**src/rtl/mul_arbiter.sv**
```systemverilog
// mul_arbiter: round-robin arbiter/sequencer for a shared multi-cycle multiplier.
// Optional WAIT timeout is built when MUL_ARB_TIMEOUT_EN is defined.
module mul_arbiter #(
  parameter int W       = 4,
  parameter int TIMEOUT = 32
) (
  input  logic           clk,
  input  logic           rst_n,
  input  logic           req0_valid,
  output logic           req0_ready,
  input  logic [W-1:0]   req0_a,
  input  logic [W-1:0]   req0_b,
  input  logic           req1_valid,
  output logic           req1_ready,
  input  logic [W-1:0]   req1_a,
  input  logic [W-1:0]   req1_b,
  output logic           rsp0_valid,
  output logic [2*W-1:0] rsp0_data,
  output logic           rsp0_err,
  output logic           rsp1_valid,
  output logic [2*W-1:0] rsp1_data,
  output logic           rsp1_err,
  output logic           mul_start,
  output logic [W-1:0]   mul_a,
  output logic [W-1:0]   mul_b,
  input  logic           mul_done,
  input  logic [2*W-1:0] mul_result,
  output logic           busy,
  output logic           owner
);

  typedef enum logic [1:0] {
    IDLE  = 2'd0,
    ISSUE = 2'd1,
    WAIT  = 2'd2,
    RESP  = 2'd3
  } state_e;

  state_e         state_q, state_d;
  logic           prio_q, prio_d;
  logic           owner_q, owner_d;
  logic           busy_q, busy_d;
  logic           start_q, start_d;
  logic [W-1:0]   a_q, a_d;
  logic [W-1:0]   b_q, b_d;
  logic           v0_q, v0_d;
  logic           v1_q, v1_d;
  logic [2*W-1:0] d0_q, d0_d;
  logic [2*W-1:0] d1_q, d1_d;
  logic           e0_q, e0_d;
  logic           e1_q, e1_d;

  logic           win1;
  logic           hs;
  logic           tmo;
  logic [2*W-1:0] res;
  logic           err;

  // port 1 wins when alone, or on contention when it holds priority
  assign win1       = req1_valid & (~req0_valid | prio_q);
  assign req0_ready = (state_q == IDLE) & req0_valid & ~win1;
  assign req1_ready = (state_q == IDLE) & win1;
  assign hs         = req0_ready | req1_ready;

`ifdef MUL_ARB_TIMEOUT_EN
  localparam int CW = $clog2(TIMEOUT + 1);

  logic [CW-1:0] cnt_q, cnt_d;

  assign tmo = (cnt_q == CW'(TIMEOUT - 1));

  // count WAIT cycles; cleared while issuing so WAIT starts at zero
  always_comb begin
    cnt_d = cnt_q;
    if (state_q == ISSUE) begin
      cnt_d = '0;
    end else if (state_q == WAIT) begin
      cnt_d = cnt_q + 1'b1;
    end
  end

  // timeout counter register
  always_ff @(posedge clk or negedge rst_n) begin
    if (!rst_n) begin
      cnt_q <= '0;
    end else begin
      cnt_q <= cnt_d;
    end
  end
`else
  assign tmo = 1'b0;
`endif

  // next-state and registered-output computation
  always_comb begin
    state_d = state_q;
    prio_d  = prio_q;
    owner_d = owner_q;
    start_d = 1'b0;
    a_d     = a_q;
    b_d     = b_q;
    v0_d    = 1'b0;
    v1_d    = 1'b0;
    d0_d    = d0_q;
    d1_d    = d1_q;
    e0_d    = 1'b0;
    e1_d    = 1'b0;
    res     = mul_done ? mul_result : '0;
    err     = ~mul_done;
    unique case (state_q)
      IDLE: begin
        if (hs) begin
          state_d = ISSUE;
          owner_d = req1_ready;
          start_d = 1'b1;
          a_d     = req1_ready ? req1_a : req0_a;
          b_d     = req1_ready ? req1_b : req0_b;
        end
      end
      ISSUE: begin
        state_d = WAIT;
      end
      WAIT: begin
        if (mul_done || tmo) begin
          state_d = RESP;
          unique case (1'b1)
            owner_q: begin
              v1_d = 1'b1;
              d1_d = res;
              e1_d = err;
            end
            default: begin
              v0_d = 1'b1;
              d0_d = res;
              e0_d = err;
            end
          endcase
        end
      end
      RESP: begin
        state_d = IDLE;
        prio_d  = ~owner_q;
      end
      default: begin
        state_d = IDLE;
      end
    endcase
    busy_d = (state_d != IDLE);
  end

  // state and output registers
  always_ff @(posedge clk or negedge rst_n) begin
    if (!rst_n) begin
      state_q <= IDLE;
      prio_q  <= 1'b0;
      owner_q <= 1'b0;
      busy_q  <= 1'b0;
      start_q <= 1'b0;
      a_q     <= '0;
      b_q     <= '0;
      v0_q    <= 1'b0;
      v1_q    <= 1'b0;
      d0_q    <= '0;
      d1_q    <= '0;
      e0_q    <= 1'b0;
      e1_q    <= 1'b0;
    end else begin
      state_q <= state_d;
      prio_q  <= prio_d;
      owner_q <= owner_d;
      busy_q  <= busy_d;
      start_q <= start_d;
      a_q     <= a_d;
      b_q     <= b_d;
      v0_q    <= v0_d;
      v1_q    <= v1_d;
      d0_q    <= d0_d;
      d1_q    <= d1_d;
      e0_q    <= e0_d;
      e1_q    <= e1_d;
    end
  end

  assign mul_start  = start_q;
  assign mul_a      = a_q;
  assign mul_b      = b_q;
  assign busy       = busy_q;
  assign owner      = owner_q;
  assign rsp0_valid = v0_q;
  assign rsp1_valid = v1_q;
  assign rsp0_data  = d0_q;
  assign rsp1_data  = d1_q;
  assign rsp0_err   = e0_q;
  assign rsp1_err   = e1_q;

endmodule
```
**config.mk**
```make
export PLATFORM = sky130hd
export DESIGN_NAME = mul_arbiter
export DESIGN_NICKNAME = d
export VERILOG_FILES = /design/src/rtl/mul_arbiter.sv
export SDC_FILE = /design/constraint.sdc
export NUM_CORES = 1
export LEC_CHECK = 0
export CAP_MARGIN = 20
export CORE_MARGIN = 2
export CORE_UTILIZATION = 37
export DETAILED_ROUTE_END_ITERATION = 8
export GPL_TIMING_DRIVEN = 0
export MAX_ROUTING_LAYER = met4
export PLACE_DENSITY = 0.76
export SKIP_LAST_GASP = 1
export SYNTH_ARGS = -nofsm -noshare
export SYNTH_HDL_FRONTEND = slang
export SYNTH_SLANG_ARGS = --single-unit
export TNS_END_PERCENT = 30
```
**constraint.sdc**
```tcl
create_clock -name clk -period 1.3 [get_ports clk]
set_input_delay 0.325 -clock clk [delete_from_list [all_inputs] [get_ports clk]]
set_output_delay 0.325 -clock clk [all_outputs]
set_load 0.1 [all_outputs]
```
Word level (Yosys, flattened, before mapping):

Index checks and enable logic that the tools add are counted.

* bits of input ports: 29
* logic and storage cells: 50
* flip-flop bits (word level): 34
* output and inout port bits: 33

* equality and inequality tests: 3
* bitwise logic cells: 10
* reduce and logical (&&, ||, !) cells: 5
* multiplexer cells: 19

Operator list (number)
* $mux 1: 14
* $mux 4: 2
* $pmux 2 s4: 1
* $reduce_and 3->1: 2
* $and 1x1->1: 4
* $eq 2x2->1 const B: 2
* $mux 2: 2
* $not 1->1: 4
* $eq 2x1->1 const B: 1
* $logic_not 2->1: 1
* $or 1x1->1: 2
* $reduce_and 2->1: 1
* $reduce_bool 2->1: 1

Longest topological paths before layout:

* depth after elaboration: 9
* mapped depth: 5

Worst setup path after synthesis:

OpenSTA, ideal clock, no wires.

* kind: register to register
* start: reg state_q[0]
* end: reg a_q[0] (netlist: mul_a[0])
* data required time: 1.229 ns
* path slack: -0.822 ns
* stages on the path, launching flop included: 6
* data arrival time: 2.051 ns
* path buffers: 0
* setup time: 0.071 ns
* period minus slack after synthesis: 2.122 ns
* cells stage by stage: dfrtp_1 > inv_1 > ha_1 > nand2_1 > a21oi_2 > a221o_1

* elaborated cells between the ends (all ways): 7
* classes of those cells: 1 x mux; 4 x bitwise; 2 x reduce/logical

RTL lines
* start, declared: RTL line 39 `state_e state_q, state_d;`
* start signal, assigned: RTL line 168 `state_q <= state_d;`
* $logic_not 2->1 *: RTL line 62 `assign req1_ready = (state_q == IDLE) & win1;`
* $and 1x1->1 *: RTL line 62
* net req1_ready: RTL line 14 `output logic req1_ready,`
* $or 1x1->1: RTL line 63 `assign hs = req0_ready | req1_ready;`
* $reduce_and 2->1 (no line)
* end signal, assigned: RTL line 159 `a_q <= '0;`
* end signal, assigned: RTL line 173 `a_q <= a_d;`
* end, declared: RTL line 44 `logic [W-1:0] a_q, a_d;`

The timed path passes the listed nets; every way through them passes the cells marked *.
A chain may end at the register's enable or synchronous reset.

Worst setup path in the final report:

* start: reg state_q[0]
* end: out req0_ready

* longest elaborated chain between the ends: 3

Ends and longest elaborated chain
* $logic_not 2->1: RTL line 61 `assign req0_ready = (state_q == IDLE) & req0_valid & ~win1;`
* $and 1x1->1 (2 in a row): RTL line 61
* end, declared: RTL line 10 `output logic req0_ready,`

No other way between the ends.

==> impl_metrics.toml <==
[status]
status = "finished, violations left"
violations_in_the_final_reports = "setup timing"

[logic_synthesis]
synthMostInstantiatedCell = "sky130_fd_sc_hd__dfrtp_1"
post_synth_inst_count = 92
ys_ff_latch = 34
ys.flop_type = "sky130_fd_sc_hd__dfrtp_1"
synth.cells.most_frequent = "sky130_fd_sc_hd__dfrtp_1, sky130_fd_sc_hd__mux2_2, sky130_fd_sc_hd__a221o_1, sky130_fd_sc_hd__and2_0, sky130_fd_sc_hd__inv_1"
synthesis.area_sq_mm = 0.00136
ys_seq_area_share_pct = 62.6
netlist-cell-type-count = 19
synth-edff-count = 0
synth_async_sr_flop_share_pct = 100
synth_area_per_cell_sq_um = 14.8
synthDominantCellAreaShare_pct = 62.6
synth_largest_area_cell = "sky130_fd_sc_hd__dfrtp_1"
ys.warnings.count = 0
synth.area.top_cells = "sky130_fd_sc_hd__dfrtp_1, sky130_fd_sc_hd__mux2_2, sky130_fd_sc_hd__a221o_1"

[floorplanning]
design.core.area_sq_mm = 0.00361
rows = 22
initial_utilization_pct = 37.7
chip_width_um = 64.6
pin_count = 62
floorplan.die_area_sq_mm = 0.00418
floorplan.die.height_um = 64.6

[sta]
timing.fmax_ghz = 0.590
report.final.hold_viol_count = 0
finalCritPeriodShare_pct = 130
worst-slew-pin-transition_ps = 740
timing.final.crit_period_ps = 1690
final-setup-viol-count = 46
slew-limit-headroom_pct = 50.6
clock_skew_ps = 4.45
final.hold.worst_slack_ps = 106
unrepaired_setup_endpoints_after_global_routing = "true"
finalWorstSetupSlack_ps = -394
final-max-slew-violation-count = 0

[drt]
routedWlPerCell_um = 15.4
detailedRoute.firstPassIterationCount = 4
antenna_left = 0
drc = 0
finalWirelength_mm = 3.44
num_vias = 1051
drt-vias-per-instance = 4.71
drt_iter0_markers = 59

[placed_design]
post-dp-hpwl_mm = 2.33
place_worst_setup_slack_ps = -1510
port-buffer-count = 61
routabilityCongestion = 0.736
dpl-instance-area_sq_mm = 0.00206

[clock_network]
ctsHtreeMaxLevel = 2
worst_skew_pair.late_latency_ps = 280
root_buffer = "sky130_fd_sc_hd__clkbuf_8"
cts.sink_count = 34
path_clk_slew_ps = 70
ctsLongestPathBuffers = 2
tritoncts = "built"
cts_buffers = 5
cts-hold-fix-buffers = 0

[setup_path]
category_of_the_critical_setup_timing_path = "reg -> out"
startpoint_type = "flip-flop"
end_kind = "output port"
critPathMaxFanout = 3
critical_path_arrival_ps = 1370
required_ps = 980

[global_route]
wire_length_of_the_first_global_routing_pass_mm = 5.38
global_router_s_overall_resource_usage_pct = 17.7
grt_max_degree = 35
grt_antenna_before_repair = 0
congestion_overflow_gr = 0
grt_pass1_vias = 1132

[cells_and_area]
area.growth.synth_to_final_pct = 69.9
count_of_inserted_antenna_diode_cells = 0
layout.nets = 208
drive_gt1_share_pct = 48.6
layout.filler_cells = 283
layout.cell_area.non_filler_sq_mm = 0.00231

[min_path]
hold_class = "in -> async"

[job]
max_cap_violations = 0
cell type report:
type,instances,area [sq um],area share [%]
multi-input cells,55,591,25.6
repair buffers,73,707,30.6
flip-flops and latches,34,852,36.9
well taps,48,60.1,2.60
clock buffers,5,68.8,2.98
inverters,6,22.5,0.975
clock inverters,2,10.0,0.433
stage by stage:
step	setup TNS (ps)	util [%]	std cells
after global routing	-10890	64.1	223
after global placement	-50850	57.4	202
after floorplan	-5430	-	93
final	-8520	64.1	223
after detailed placement	-26990	57.2	202
after CTS	-9160	61.2	216
registers in the layout, indices dropped and copies added (netlist names):
name        cells
rsp0_err        1
rsp1_valid      1
rsp1_err        1
rsp0_data       8
state_q         2
rsp0_valid      1
prio_q          1
owner           1
busy            1
mul_start       1
mul_b           4
rsp1_data       8
mul_a           4
kinds of logic (layout without fill, tap and decap cells):
| logic type | Yosys count | after routing | synth area share [%] |
|---|---|---|---|
| other | 1 | 2 | 0.276 |
| buffers and inverters | 6 | 86 | 1.66 |
| DFF | 34 | 34 | 62.6 |
| and+or+nand+nor | 17 | 19 | 8.83 |
| muxes | 16 | 16 | 13.2 |
| AOI/OAI and AO/OA | 14 | 14 | 9.75 |
| adders and majority gates | 4 | 4 | 3.68 |
final timing paths:
check	slack [ps]	to	depth (start not counted)	startpoint
max in group asynchronous	690	owner$_DFFE_PN0P_	1	rst_n
worst max register to register	-230	busy$_DFF_PN0_	7	state_q[0]$_DFF_PN0_
worst min-delay path	110	owner$_DFFE_PN0P_	1	rst_n
min in group clk	500	rsp1_data[2]$_DFFE_PN0P_	1	rsp1_data[2]$_DFFE_PN0P_
worst min register to register	500	rsp1_data[2]$_DFFE_PN0P_	1	rsp1_data[2]$_DFFE_PN0P_
worst max-delay path	-390	req0_ready	5	state_q[0]$_DFF_PN0_
repair_timing:
item,4_1_cts,5_1_grt
resized for setup,161,8
pin swaps,1,3
setup buffers,7,6
setup endpoints to repair,58,51
gates cloned,0,2
cell usage in the layout (no fill, tap or decap), drive strengths merged, types with 3 or more instances in the layout:
cell	Yosys	final
a21oi	3	3
a221o	8	8
and2	8	8
buf	0	30
clkbuf	0	5
clkdlybuf4s15	0	16
clkdlybuf4s50	0	25
dfrtp	34	34
ha	4	4
inv	6	6
mux2	16	16
worst max-delay path, cell delays in order (launching register included):
cell and delay [ps]:
sky130_fd_sc_hd__dfrtp_1 400, sky130_fd_sc_hd__inv_2 90, sky130_fd_sc_hd__ha_4 170, sky130_fd_sc_hd__nand2_4 60, sky130_fd_sc_hd__a21oi_4 170, sky130_fd_sc_hd__buf_12 200
per-layer routing:
layer | wire [um] | GRT usage, % | up-vias
met4 | 27 | 5.59 | 0
met2 | 1920 | 30.7 | 27
met1 | 1370 | 19.6 | 526
met5 | 0 | - | -
met3 | 122 | 5.21 | 3
li1 | - | - | 495
Power is left out: the tool's default activity adds up to more than one toggle a clock period on the data nets, which glitch-free logic cannot reach.
